<file path="config.mk">
export PLATFORM = sky130hd
export DESIGN_NAME = parity_pipe_acc
export DESIGN_NICKNAME = d
export VERILOG_FILES = /design/src/rtl/parity_pkg.sv /design/src/rtl/xor_nibble_tree.sv /design/src/rtl/parity_pipe_acc.sv
export SDC_FILE = /design/constraint.sdc
export NUM_CORES = 1
export LEC_CHECK = 0
export CAP_MARGIN = 40
export CORE_MARGIN = 2
export CORE_UTILIZATION = 45
export CTS_CLUSTER_SIZE = 16
export DETAILED_ROUTE_END_ITERATION = 8
export HOLD_SLACK_MARGIN = 0.02
export PLACE_DENSITY = 0.78
export RECOVER_POWER = 50
export SETUP_SLACK_MARGIN = 0.5
export SYNTH_ARGS = -nofsm -noshare
export SYNTH_HDL_FRONTEND = slang
export SYNTH_SLANG_ARGS = --single-unit
</file>
<file path="constraint.sdc">
create_clock -name clk -period 2.3 [get_ports clk]
set_input_delay 0.46 -clock clk [delete_from_list [all_inputs] [get_ports clk]]
set_output_delay 0.46 -clock clk [all_outputs]
set_load 0.02 [all_outputs]
</file>
<file path="src/rtl/parity_pkg.sv">
// Shared constants, mode encodings and the nibble XOR helper for the parity pipeline.
package parity_pkg;

    localparam int unsigned NIBBLE_W = 4;

    // Parity sense selected by odd_mode.
    typedef enum logic {
        PAR_EVEN = 1'b0,
        PAR_ODD  = 1'b1
    } par_mode_e;

    // Operating mode selected by chk_mode.
    typedef enum logic {
        MODE_GEN = 1'b0,
        MODE_CHK = 1'b1
    } chk_mode_e;

    // Two-level tree of 2-input XORs over one nibble.
    function automatic logic nibble_xor(input logic [NIBBLE_W-1:0] nib);
        return (nib[0] ^ nib[1]) ^ (nib[2] ^ nib[3]);
    endfunction

endpackage

</file>
<file path="src/rtl/xor_nibble_tree.sv">
// Combinational reduction of a DATA_W-bit word to one XOR partial per nibble.
module xor_nibble_tree
    import parity_pkg::*;
#(
    parameter int unsigned DATA_W = 16
) (
    input  logic [DATA_W-1:0]          data_i,
    output logic [DATA_W/NIBBLE_W-1:0] nib_par_o
);

    localparam int unsigned NumNib = DATA_W / NIBBLE_W;

    for (genvar i = 0; i < NumNib; i++) begin : g_nib
        assign nib_par_o[i] = nibble_xor(data_i[i*NIBBLE_W +: NIBBLE_W]);
    end

endmodule

</file>
<file path="src/rtl/parity_pipe_acc.sv">
// Two-stage streaming parity generator/checker with per-packet parity accumulation
// and a saturating mismatch counter.
module parity_pipe_acc
    import parity_pkg::*;
#(
    parameter int unsigned DATA_W = 16,
    parameter int unsigned CNT_W  = 8
) (
    input  logic              clk,
    input  logic              rst_n,
    input  logic              in_valid,
    output logic              in_ready,
    input  logic [DATA_W-1:0] in_data,
    input  logic              in_last,
    input  logic              in_par,
    input  logic              odd_mode,
    input  logic              chk_mode,
    input  logic              clr_cnt,
    output logic              out_valid,
    input  logic              out_ready,
    output logic              out_word_par,
    output logic              out_pkt_par,
    output logic              out_last,
    output logic              out_err,
    output logic [CNT_W-1:0]  err_count
);

    localparam int unsigned NumNib = DATA_W / NIBBLE_W;
    localparam logic [CNT_W-1:0] CntMax = {CNT_W{1'b1}};

    // Stage 1 state
    logic              s1_valid_q, s1_valid_d;
    logic [NumNib-1:0] s1_nib_q, s1_nib_d;
    logic              s1_last_q, s1_last_d;
    par_mode_e         s1_odd_q, s1_odd_d;
    chk_mode_e         s1_chk_q, s1_chk_d;
    logic              s1_par_q, s1_par_d;

    // Stage 2 (output) state
    logic              out_valid_q, out_valid_d;
    logic              out_word_par_q, out_word_par_d;
    logic              out_pkt_par_q, out_pkt_par_d;
    logic              out_last_q, out_last_d;
    logic              out_err_q, out_err_d;
    logic [CNT_W-1:0]  err_count_q, err_count_d;
    logic              acc_q, acc_d;

    logic [NumNib-1:0] nib_par;
    logic              adv;
    logic              accept;
    logic              load;
    logic              word_par;
    logic              pkt_par;
    logic              mismatch;

    xor_nibble_tree #(
        .DATA_W (DATA_W)
    ) u_tree (
        .data_i    (in_data),
        .nib_par_o (nib_par)
    );

    assign adv      = !out_valid_q || out_ready;
    assign in_ready = adv || !s1_valid_q;
    assign accept   = in_valid && in_ready;
    // A real word moves into the output stage; bubbles only clear out_valid.
    assign load     = adv && s1_valid_q;

    assign word_par = (^s1_nib_q) ^ (s1_odd_q == PAR_ODD);
    assign pkt_par  = acc_q ^ word_par;
    assign mismatch = (s1_chk_q == MODE_CHK) && (word_par != s1_par_q);

    // Stage 1 next state: refill on accept, drain when stage 2 takes the word.
    always_comb begin
        s1_valid_d = s1_valid_q;
        s1_nib_d   = s1_nib_q;
        s1_last_d  = s1_last_q;
        s1_odd_d   = s1_odd_q;
        s1_chk_d   = s1_chk_q;
        s1_par_d   = s1_par_q;
        if (accept) begin
            s1_valid_d = 1'b1;
            s1_nib_d   = nib_par;
            s1_last_d  = in_last;
            s1_odd_d   = par_mode_e'(odd_mode);
            s1_chk_d   = chk_mode_e'(chk_mode);
            s1_par_d   = in_par;
        end else if (adv) begin
            s1_valid_d = 1'b0;
        end
    end

    // Stage 2 next state: final XOR, packet accumulation, checker and counter.
    always_comb begin
        out_valid_d    = out_valid_q;
        out_word_par_d = out_word_par_q;
        out_pkt_par_d  = out_pkt_par_q;
        out_last_d     = out_last_q;
        out_err_d      = out_err_q;
        acc_d          = acc_q;
        err_count_d    = err_count_q;
        if (adv) begin
            out_valid_d = s1_valid_q;
        end
        if (load) begin
            out_word_par_d = word_par;
            out_last_d     = s1_last_q;
            out_err_d      = mismatch;
            if (s1_last_q) begin
                out_pkt_par_d = pkt_par;
                acc_d         = 1'b0;
            end else begin
                acc_d = pkt_par;
            end
            if (mismatch && err_count_q != CntMax) begin
                err_count_d = err_count_q + CNT_W'(1);
            end
        end
        // Clear wins over a coincident mismatch.
        if (clr_cnt) begin
            err_count_d = '0;
        end
    end

    // Stage 1 registers
    always_ff @(posedge clk or negedge rst_n) begin
        if (!rst_n) begin
            s1_valid_q <= 1'b0;
            s1_nib_q   <= '0;
            s1_last_q  <= 1'b0;
            s1_odd_q   <= PAR_EVEN;
            s1_chk_q   <= MODE_GEN;
            s1_par_q   <= 1'b0;
        end else begin
            s1_valid_q <= s1_valid_d;
            s1_nib_q   <= s1_nib_d;
            s1_last_q  <= s1_last_d;
            s1_odd_q   <= s1_odd_d;
            s1_chk_q   <= s1_chk_d;
            s1_par_q   <= s1_par_d;
        end
    end

    // Stage 2 / accumulator / counter registers
    always_ff @(posedge clk or negedge rst_n) begin
        if (!rst_n) begin
            out_valid_q    <= 1'b0;
            out_word_par_q <= 1'b0;
            out_pkt_par_q  <= 1'b0;
            out_last_q     <= 1'b0;
            out_err_q      <= 1'b0;
            err_count_q    <= '0;
            acc_q          <= 1'b0;
        end else begin
            out_valid_q    <= out_valid_d;
            out_word_par_q <= out_word_par_d;
            out_pkt_par_q  <= out_pkt_par_d;
            out_last_q     <= out_last_d;
            out_err_q      <= out_err_d;
            err_count_q    <= err_count_d;
            acc_q          <= acc_d;
        end
    end

    assign out_valid    = out_valid_q;
    assign out_word_par = out_word_par_q;
    assign out_pkt_par  = out_pkt_par_q;
    assign out_last     = out_last_q;
    assign out_err      = out_err_q;
    assign err_count    = err_count_q;

endmodule

</file>
==> results.txt <==
nets: 193
Global Route Usage Sum: 16.5%
clk buf depth: 2
Setup violations, final: 0
final hold violations: 0
drc violations: 0
Die H: 56.1 um
largest cells by area after synthesis: dfrtp_1 47%, xnor2_1 10%, mux2_2 7.4%
WS Path Type: reg -> reg
largest net degree at the start of global routing: 24
clock transition at the registers of the reported paths: 0.12 ns
Power Density: 793 mW/mm^2
commonest non-fill, non-tap cell in the layout: clkdlybuf4s50_1
Worst-Margin Slew: 1.21 ns
worst hold path endpoint: out_word_par
Clock Skews: 0.00130 ns
Synth Area per Inst: 10.5 sq um
crit-path cells: xnor3_2 > xnor3_2 > buf_6 > nor4_4 > mux2_4
Worst Path Required: 2.52 ns
Slowest-stage cell, CP: xnor3_2
Yosys top cell area share: 47.0%
first-pass GRT wire length: 4130 um
Max stage delay on crit path: 0.43 ns
critical path's top delay family: XOR/XNOR gates
final wirelength: 2670 um
syn_nets: 143
Fin Hold WS: 0.498 ns
CP most frequent cell: xnor3_2
max-cap violations: 0
relative slew slack: 19.6%
RR Endpoint: err_count[7]
Worst VDD drop: 0.000599 V
Avg WL per Cell: 13.6 um
CTS Buf Count: 3
Post-Syn Instances: 117
Die W: 56.1 um
Area Overhead vs Synth: 45.9%
Mapped Area: 0.00122 sq mm
PortBufs: 38
Worst Hold Class: reg -> reg
crit end category: flip-flop
CP max FO: 5
Routability Congestion: 0.786
Die ar.: 0.00315 sq mm
clock root cell: clkbuf_4
gr ovfl total: 0
Crit path buffers/inverters: 1
initial antenna violation count: 0
Area after DPL: 0.00167 sq mm
min cycle time layout: 1.88 ns
Final Cycle Share: 81.8%
Synth area leader: dfrtp_1
yosys warns: 0
I/O pin count: 39
R2R Setup Slk: 0.42 ns
H-tree levels: 1
post-route cell area: 0.00179 sq mm
CP arrival: 2.11 ns
Starting Density: 48.5%
max-slew violations: 0
FF+latch count, synth: 23
share of cells above drive strength 1: 17.5%
DRT Pass-1 Iters: 4
Clk Latency, worst-skew pair: 0.32 ns
final setup TNS: 0 ns
Seq/Total Area, Yosys: 47.0%
vias per cell: 5.35
antenna diode count: 0
Power Total: 1.42 mW
quantity of hold-fixing buffers added after cts: 0
via count: 1048
Core Rows: 18
CP Launch Type: flip-flop
commonest non-fill, non-tap cells in the layout: 25 x clkdlybuf4s50_1, 23 x dfrtp_1, 13 x nand2_1, 13 x xnor2_1
vias in the first global route: 932
remaining antenna violation count: 0
fin util: 70.8%
static leakage: 0.801 nW
TritonCTS clock tree: yes
f_max: 0.532 GHz
RSZ-0062 raised after global routing: true
min-delay src: out_word_par
status: completed
starting DRC count in detailed routing: 14
placed wire-length estimate: 1850 um
core box area: 0.00252 sq mm
Yosys cell types: 30
Worst R2R Start: s1_nib_q[1]
hold depth: 1
CTS sink count: 23
R2R cell count: 5
[layout make-up]
cell class | count | area, sq um
fill | 211 | 737
inverter | 4 | 15.0
timing repair buffer | 48 | 437
sequential | 23 | 576
tap | 30 | 37.5
multi-input combinational | 87 | 694
clock buffer | 4 | 26.3
[repair_timing]
item | 4_1_cts | 5_1_grt
cloned | 1 | 0
setup buffers | 3 | 5
gates resized for setup | 11 | 9
pin swaps | 4 | 4
endpoints found under the setup margin | 17 | 11
[cell families (layout without fill, tap and decap cells)]
logic type	count (synthesis)	in the layout	synth area share, %
simple gates	41	41	16.7
mux	9	9	8.18
fa+ha+maj	1	1	1.02
flops	23	23	47.0
buf+inv	8	56	3.07
xor+xnor	17	18	14.5
compound gates	18	18	9.51
[per-stage QoR]
step / std cells / setup WS, ns
floorplan: 117 / 0.496
global placement: 183 / 0.172
detailed placement: 183 / 0.150
CTS: 191 / 0.402
global route: 196 / 0.321
finish: 196 / 0.419
[flip-flops by register name, summed over array words and instances, names as in the netlist]
| signal | flops |
|---|---|
| s1_par_q | 1 |
| s1_last_q | 1 |
| err_count | 8 |
| out_pkt_par | 1 |
| out_err | 1 |
| acc_q | 1 |
| out_last | 1 |
| s1_valid_q | 1 |
| s1_nib_q | 4 |
| s1_chk_q | 1 |
| s1_odd_q | 1 |
| out_word_par | 1 |
| out_valid | 1 |
[Yosys cell counts (all sizes together)]
| library cell | count |
|---|---|
| dfrtp | 23 |
| xnor2 | 14 |
| nand2 | 13 |
| mux2 | 8 |
| nor2 | 7 |
| o21ai | 7 |
| nand3 | 5 |
| inv | 4 |
| a21oi | 3 |
| clkbuf | 3 |
| nand2b | 3 |
| nor2b | 3 |
| nor4 | 3 |
| or4 | 3 |
| a21o | 2 |
| o31ai | 2 |
| xnor3 | 2 |
| a22o | 1 |
| and3 | 1 |
| buf | 1 |
| ha | 1 |
| mux2i | 1 |
| nand3b | 1 |
| nand4 | 1 |
| nor3 | 1 |
| o2111ai | 1 |
| o311a | 1 |
| o41ai | 1 |
| xor2 | 1 |
[power by group]
part           switching [mW]  total, mW  internal [mW]
clock network           0.127      0.195         0.0681
registers              0.0524      0.526          0.474
logic                   0.324      0.694          0.370
[worst max-delay path by stage]
stage,startpoint,endpoint,slack [ns],cells after the start
floorplan,s1_nib_q[3],err_count[4],0.50,5
global placement,out_ready,in_ready,0.17,3
detailed placement,out_ready,in_ready,0.15,3
CTS,s1_nib_q[3],err_count[4],0.40,4
global route,out_ready,err_count[5],0.32,6
finish,s1_nib_q[1],err_count[7],0.42,5
[layer usage]
metal / global-route usage, % / wire, um / share of wire (%)
met5: 0 / 0 / 0
met4: 7.14 / 51 / 1.9
met3: 2.33 / 101 / 3.8
met2: 27.4 / 1420 / 53
met1: 21.4 / 1100 / 41
(Power assumes the default switching activity.)
